[src/rtl/strobe_to_axis_packer.sv]
// Packs strobed I/Q samples into a small FIFO and emits them as an AXI-Stream with tlast every spp beats.
// Optional macro STROBE_TO_AXIS_DROP_CNT_EN adds a saturating drop_count output.
module strobe_to_axis_packer #(
    parameter int WIDTH       = 16,
    parameter int FIFO_AWIDTH = 4,
    parameter int SPP_WIDTH   = 16
) (
    input  logic                   clk,
    input  logic                   reset,
    input  logic                   clear,
    input  logic [SPP_WIDTH-1:0]   spp,
    input  logic [WIDTH-1:0]       in_i,
    input  logic [WIDTH-1:0]       in_q,
    input  logic                   strobe_in,
    output logic [2*WIDTH-1:0]     o_tdata,
    output logic                   o_tlast,
    output logic                   o_tvalid,
    input  logic                   o_tready,
    output logic                   overflow,
    output logic [FIFO_AWIDTH:0]   fifo_level
`ifdef STROBE_TO_AXIS_DROP_CNT_EN
    ,
    output logic [15:0]            drop_count
`endif
);

    localparam int                   DEPTH   = 1 << FIFO_AWIDTH;
    localparam logic [FIFO_AWIDTH-1:0] PTR_ONE = 1;
    localparam logic [FIFO_AWIDTH:0]   LVL_ONE = 1;
    localparam logic [SPP_WIDTH-1:0]   SPP_ONE = 1;

    logic [2*WIDTH-1:0]     mem_q [DEPTH];
    logic [FIFO_AWIDTH-1:0] wr_ptr_q, wr_ptr_d;
    logic [FIFO_AWIDTH-1:0] rd_ptr_q, rd_ptr_d;
    logic [FIFO_AWIDTH:0]   level_q, level_d;
    logic                   tvalid_q, tvalid_d;
    logic [SPP_WIDTH-1:0]   pkt_cnt_q, pkt_cnt_d;
    logic [SPP_WIDTH-1:0]   spp_l_q, spp_l_d;
    logic                   ovf_q, ovf_d;

    logic                   full;
    logic                   handshake;
    logic                   wr_en;
    logic                   drop;
    logic [SPP_WIDTH-1:0]   spp_eff_live;
    logic [SPP_WIDTH-1:0]   spp_eff_lat;
    logic [SPP_WIDTH-1:0]   last_idx;

    // AXI-Stream: a beat transfers on any cycle with o_tvalid & o_tready; while
    // o_tvalid & !o_tready, o_tdata and o_tlast hold. strobe_in has no back-pressure.
    assign full      = level_q[FIFO_AWIDTH];
    assign handshake = tvalid_q & o_tready;
    assign wr_en     = strobe_in & (~full | handshake);
    assign drop      = strobe_in & full & ~handshake;

    // First beat of a packet frames against the live spp; later beats use the latched copy.
    assign spp_eff_live = (spp == '0) ? SPP_ONE : spp;
    assign spp_eff_lat  = (spp_l_q == '0) ? SPP_ONE : spp_l_q;
    assign last_idx     = (pkt_cnt_q == '0) ? (spp_eff_live - SPP_ONE) : (spp_eff_lat - SPP_ONE);

    assign o_tdata    = mem_q[rd_ptr_q];
    assign o_tlast    = tvalid_q & (pkt_cnt_q == last_idx);
    assign o_tvalid   = tvalid_q;
    assign overflow   = ovf_q;
    assign fifo_level = level_q;

    always_comb begin
        wr_ptr_d  = wr_ptr_q;
        rd_ptr_d  = rd_ptr_q;
        level_d   = level_q;
        pkt_cnt_d = pkt_cnt_q;
        spp_l_d   = spp_l_q;
        ovf_d     = ovf_q;

        if (clear) begin
            wr_ptr_d  = '0;
            rd_ptr_d  = '0;
            level_d   = '0;
            pkt_cnt_d = '0;
            spp_l_d   = SPP_ONE;
            ovf_d     = 1'b0;
        end else begin
            if (wr_en) begin
                wr_ptr_d = wr_ptr_q + PTR_ONE;
            end
            if (handshake) begin
                rd_ptr_d = rd_ptr_q + PTR_ONE;
                if (pkt_cnt_q == '0) begin
                    spp_l_d = spp;
                end
                if (o_tlast) begin
                    pkt_cnt_d = '0;
                end else begin
                    pkt_cnt_d = pkt_cnt_q + SPP_ONE;
                end
            end
            case ({wr_en, handshake})
                2'b10:   level_d = level_q + LVL_ONE;
                2'b01:   level_d = level_q - LVL_ONE;
                default: level_d = level_q;
            endcase
            if (drop) begin
                ovf_d = 1'b1;
            end
        end
        tvalid_d = (level_d != '0);
    end

    always_ff @(posedge clk) begin
        if (reset) begin
            wr_ptr_q  <= '0;
            rd_ptr_q  <= '0;
            level_q   <= '0;
            tvalid_q  <= 1'b0;
            pkt_cnt_q <= '0;
            spp_l_q   <= SPP_ONE;
            ovf_q     <= 1'b0;
        end else begin
            wr_ptr_q  <= wr_ptr_d;
            rd_ptr_q  <= rd_ptr_d;
            level_q   <= level_d;
            tvalid_q  <= tvalid_d;
            pkt_cnt_q <= pkt_cnt_d;
            spp_l_q   <= spp_l_d;
            ovf_q     <= ovf_d;
        end
    end

    // Storage is not reset: every entry is written before o_tvalid can expose it.
    always_ff @(posedge clk) begin
        if (!reset && !clear && wr_en) begin
            mem_q[wr_ptr_q] <= {in_i, in_q};
        end
    end

`ifdef STROBE_TO_AXIS_DROP_CNT_EN
    logic [15:0] drop_cnt_q, drop_cnt_d;

    always_comb begin
        drop_cnt_d = drop_cnt_q;
        if (clear) begin
            drop_cnt_d = '0;
        end else if (drop && (drop_cnt_q != 16'hFFFF)) begin
            drop_cnt_d = drop_cnt_q + 16'd1;
        end
    end

    always_ff @(posedge clk) begin
        if (reset) begin
            drop_cnt_q <= '0;
        end else begin
            drop_cnt_q <= drop_cnt_d;
        end
    end

    assign drop_count = drop_cnt_q;
`endif

endmodule

[config.mk]
export PLATFORM = sky130hd
export DESIGN_NAME = strobe_to_axis_packer
export DESIGN_NICKNAME = d
export VERILOG_FILES = /design/src/rtl/strobe_to_axis_packer.sv
export SDC_FILE = /design/constraint.sdc
export NUM_CORES = 1
export LEC_CHECK = 0
export CORE_MARGIN = 2
export CORE_UTILIZATION = 45
export CTS_BUF_LIST = sky130_fd_sc_hd__clkbuf_8 sky130_fd_sc_hd__clkbuf_16
export CTS_CLUSTER_DIAMETER = 150
export CTS_CLUSTER_SIZE = 10
export DETAILED_ROUTE_END_ITERATION = 8
export PLACE_DENSITY = 0.68
export SETUP_SLACK_MARGIN = 0.3
export SLEW_MARGIN = 15
export SYNTH_ARGS = -nofsm -noshare
export SYNTH_HDL_FRONTEND = slang
export SYNTH_SLANG_ARGS = --single-unit
export TNS_END_PERCENT = 50
[constraint.sdc]
create_clock -name clk -period 6.8 [get_ports clk]
set_input_delay 1.36 -clock clk [delete_from_list [all_inputs] [get_ports clk]]
set_output_delay 1.36 -clock clk [all_outputs]
set_load 0.03 [all_outputs]
==> out/metrics.yaml <==
layout:
  final_layout_size_suffix_gt1_frac: 0.2403
  final_common_cell: "edfxtp_1"
  nets: 1392
  seqCellArea_mm2: 0.01641
  multi_input_area_mm2: 0.006240
  n_fill_cell: 3942
  syn_to_final_growth_pct: 16.88
  antenna_cells: 0
  fin_area_mm2: 0.02663
  final_cell_mix: "edfxtp_1 (512), mux4_2 (160), clkdlybuf4s50_1 (90), clkbuf_16 (67), nand2_1 (61)"
sta:
  hold_viol: 0
  period_share: 0.9222
  rsz0062_at_grt: "no"
  finalClockSkew_ns: 0.01513
  fin_hold_ws_ns: 0.4848
  worstMarginPinSlew_ns: 1.156
  post-route-worst-setup-slack_ns: 0.5292
  slew_headroom: 0.2263
  setup_violations: 0
  setup_tns_ns: 0
  finalMaxSlewViolations: 0
  period_needed_ns: 6.271
  fmax_mhz: 159.5
placed_design:
  port-buffer-count: 92
  place.gp.congestion: 0.8766
  post-place-ws_ns: 0.1242
  place_area_mm2: 0.02476
  hpwl_um: 28430
clock_tree:
  cts_tree: "done"
  cts_setup_buffers: 0
  clock-sinks: 563
  clock_latency_ns: 0.58
  htreeDepth: 3
  cts_inserted_buffers: 66
  root_buffer: "clkbuf_16"
  clkTransAtPathRegs_ns: 0.06
  clockBufferDepth: 3
synthesis:
  yosysTopAreaCell: "edfxtp_1"
  synthesis.nets: 1250
  synth_top_area_frac: 0.6749
  yosys-top-cells-area: "edfxtp_1 (67%), mux4_2 (16%), dfxtp_1 (4.5%)"
  netlist_instances: 1184
  async_flop_share: 0
  synth-main-ff-cell: "edfxtp_1"
  syn-cell-area_mm2: 0.02278
  synth.avg_cell_area_um2: 19.24
  synth_seq_area_share: 0.7197
  ys_seq_elements: 563
  yosysWarnings: 0
  ys_types: 67
  synth_edf_count: 512
power_and_ir_drop:
  powerDensity_mw_per_mm2: 265.9
  power_leakage_nw: 8.219
  ir_drop_v: 0.0001431
run:
  cap_violations: 0
worst_setup_path:
  cp-endpoint: "o_tlast"
  rrSetupSlack_ns: 1.90
  cp-start-kind: "primary input"
  crit_path_start: "spp[3]"
  cp-end-kind: "output port"
  worstRegToRegCells: 15
  critPathRequiredTime_ns: 5.44
  r2r_end: "pkt_cnt_q[3]"
  cp_cell_sequence: "clkdlybuf4s50_1 > or4_4 > nor3_4 > a21oi_2 > nand2_1 > nand2_1 > ha_2 > nor3b_1 > xnor2_1 > mux2i_2 > xnor2_1 > nor4_1 > o21ai_1 > nand4b_1 > nor4_2 > buf_4 > buf_4"
  rr_startpoint: "pkt_cnt_q[0]"
  worst_path_largest_cell_delay_ns: 0.57
  cp.arrival_ns: 4.91
  crit_path_max_fanout: 7
  cp_slowest_cell: "or4_4"
  critical_path_class: "in2out"
grt:
  grt_pass1_wl_um: 77200
  grt_pass1_vias: 12120
  track_usage: 0.1979
  grt_overflow: 0
  antenna_found_initial: 2
  grt_max_degree: 81
floorplanning:
  rows: 82
  initial_core_util: 0.4550
  core_mm2: 0.05007
  die_area_mm2: 0.05244
  die_y_um: 229
  die_w_um: 229
  boundaryPins: 93
drt:
  post_drt_wl_per_cell_um: 25.21
  ant_nets: 0
  first_pass_iters: 5
  vias_per_cell: 5.846
  route.detailed.drc: 0
  vias: 11790
  first_iter_violations: 999
  routed_wl_um: 50830
min_path:
  hp-class: "reg2reg"
outcome:
  outcome: "finished clean"
## registers in the layout (all words and copies together), names as in the netlist, named ones only
register and count:
spp_l_q 16, mem_q 512, fifo_level 5, o_tvalid 1, rd_ptr_q 4, pkt_cnt_q 16, overflow 1, wr_ptr_q 4
## layout make-up
type                            instances  share of cell area
Multi-Input combinational cell        547              0.2343
Clock inverter                         19            0.004887
Inverter                               12            0.001692
Sequential cell                       563              0.6161
Timing Repair Buffer                  136             0.04840
Clock buffer                           67             0.06297
Tap cell                              672             0.03158
## synthesized netlist by cell type (4+ instances only)
cell	count
nand2b_1	10
nor3_1	32
buf_1	15
ha_1	12
a31oi_1	6
nor2b_1	4
mux4_2	160
inv_1	12
nor2_1	50
or2_2	4
and4_1	4
edfxtp_1	512
nor4_4	4
nand4_1	9
or4_1	7
o21ai_0	10
a211oi_1	5
or3_1	7
dfxtp_1	51
mux2i_1	10
nand2_1	61
a21oi_1	33
xor2_1	18
nor3b_1	7
xnor2_1	20
nand3_1	7
clkbuf_1	40
nor4_1	13
## what timing repair did
action	in CTS	in global routing
resized for setup	4	10
pin swaps	0	2
cloned	0	0
endpoints found under the setup margin	1	1
hold buffers	0	0
## kinds of logic after synthesis
family                   after synthesis  share of synthesized area
AND/OR/NAND/NOR                      238                    0.05668
multiplexers                         170                     0.1626
XOR/XNOR                              38                    0.01461
AO/OA/AOI/OAI                         88                    0.02537
buffers and inverters                 74                    0.01362
adder cells (fa/ha/maj)               13                   0.007469
flip-flops                           563                     0.7197
## worst max-delay path, delay by kind of cell
kind / cells / cell delay (ns)
xor gates and xnor gates: 2 / 0.26
and+or+nand+nor: 8 / 1.88
adders and majority gates: 1 / 0.21
buffers and inverters: 3 / 0.72
AOI/OAI and AO/OA: 2 / 0.21
muxes: 1 / 0.24
## where the power goes
group          internal (mW)  switching [mW]
combinational          0.105           0.142
clock                   1.76            1.28
sequential              3.79         0.00954
total                   5.65            1.43
## per-layer routing
metal | GRT usage | vias to the layer above | share of wire
met5 | 0 | - | 0.00057
met4 | 0.06006 | 4 | 0.020
met3 | 0.03511 | 77 | 0.056
met2 | 0.3251 | 382 | 0.50
met1 | 0.2725 | 6194 | 0.42
li1 | - | 5129 | -
## how the worst min path moves through the flow
stage / from / to / cells past startpoint
floorplan: spp_l_q[15] / spp_l_q[15] / 2
global placement: overflow / overflow / 2
detailed placement: overflow / overflow / 2
CTS: overflow / overflow / 2
global route: spp_l_q[15] / spp_l_q[15] / 2
finish: spp_l_q[15] / spp_l_q[15] / 2
## per-stage QoR
| stage | util | total power, mW | std cells |
|---|---|---|---|
| 6_report | 0.5318 | 7.081 | 2016 |
| 5_1_grt | 0.5318 | 7.298 | 2016 |
| 4_1_cts | 0.5310 | 7.146 | 2016 |
| 3_5_place_dp | 0.4946 | 4.110 | 1930 |
| 3_3_place_gp | 0.4946 | 4.105 | 1930 |
| 2_1_floorplan | - | 3.983 | 1184 |
No activity file was read; power rests on OpenSTA's default activity.
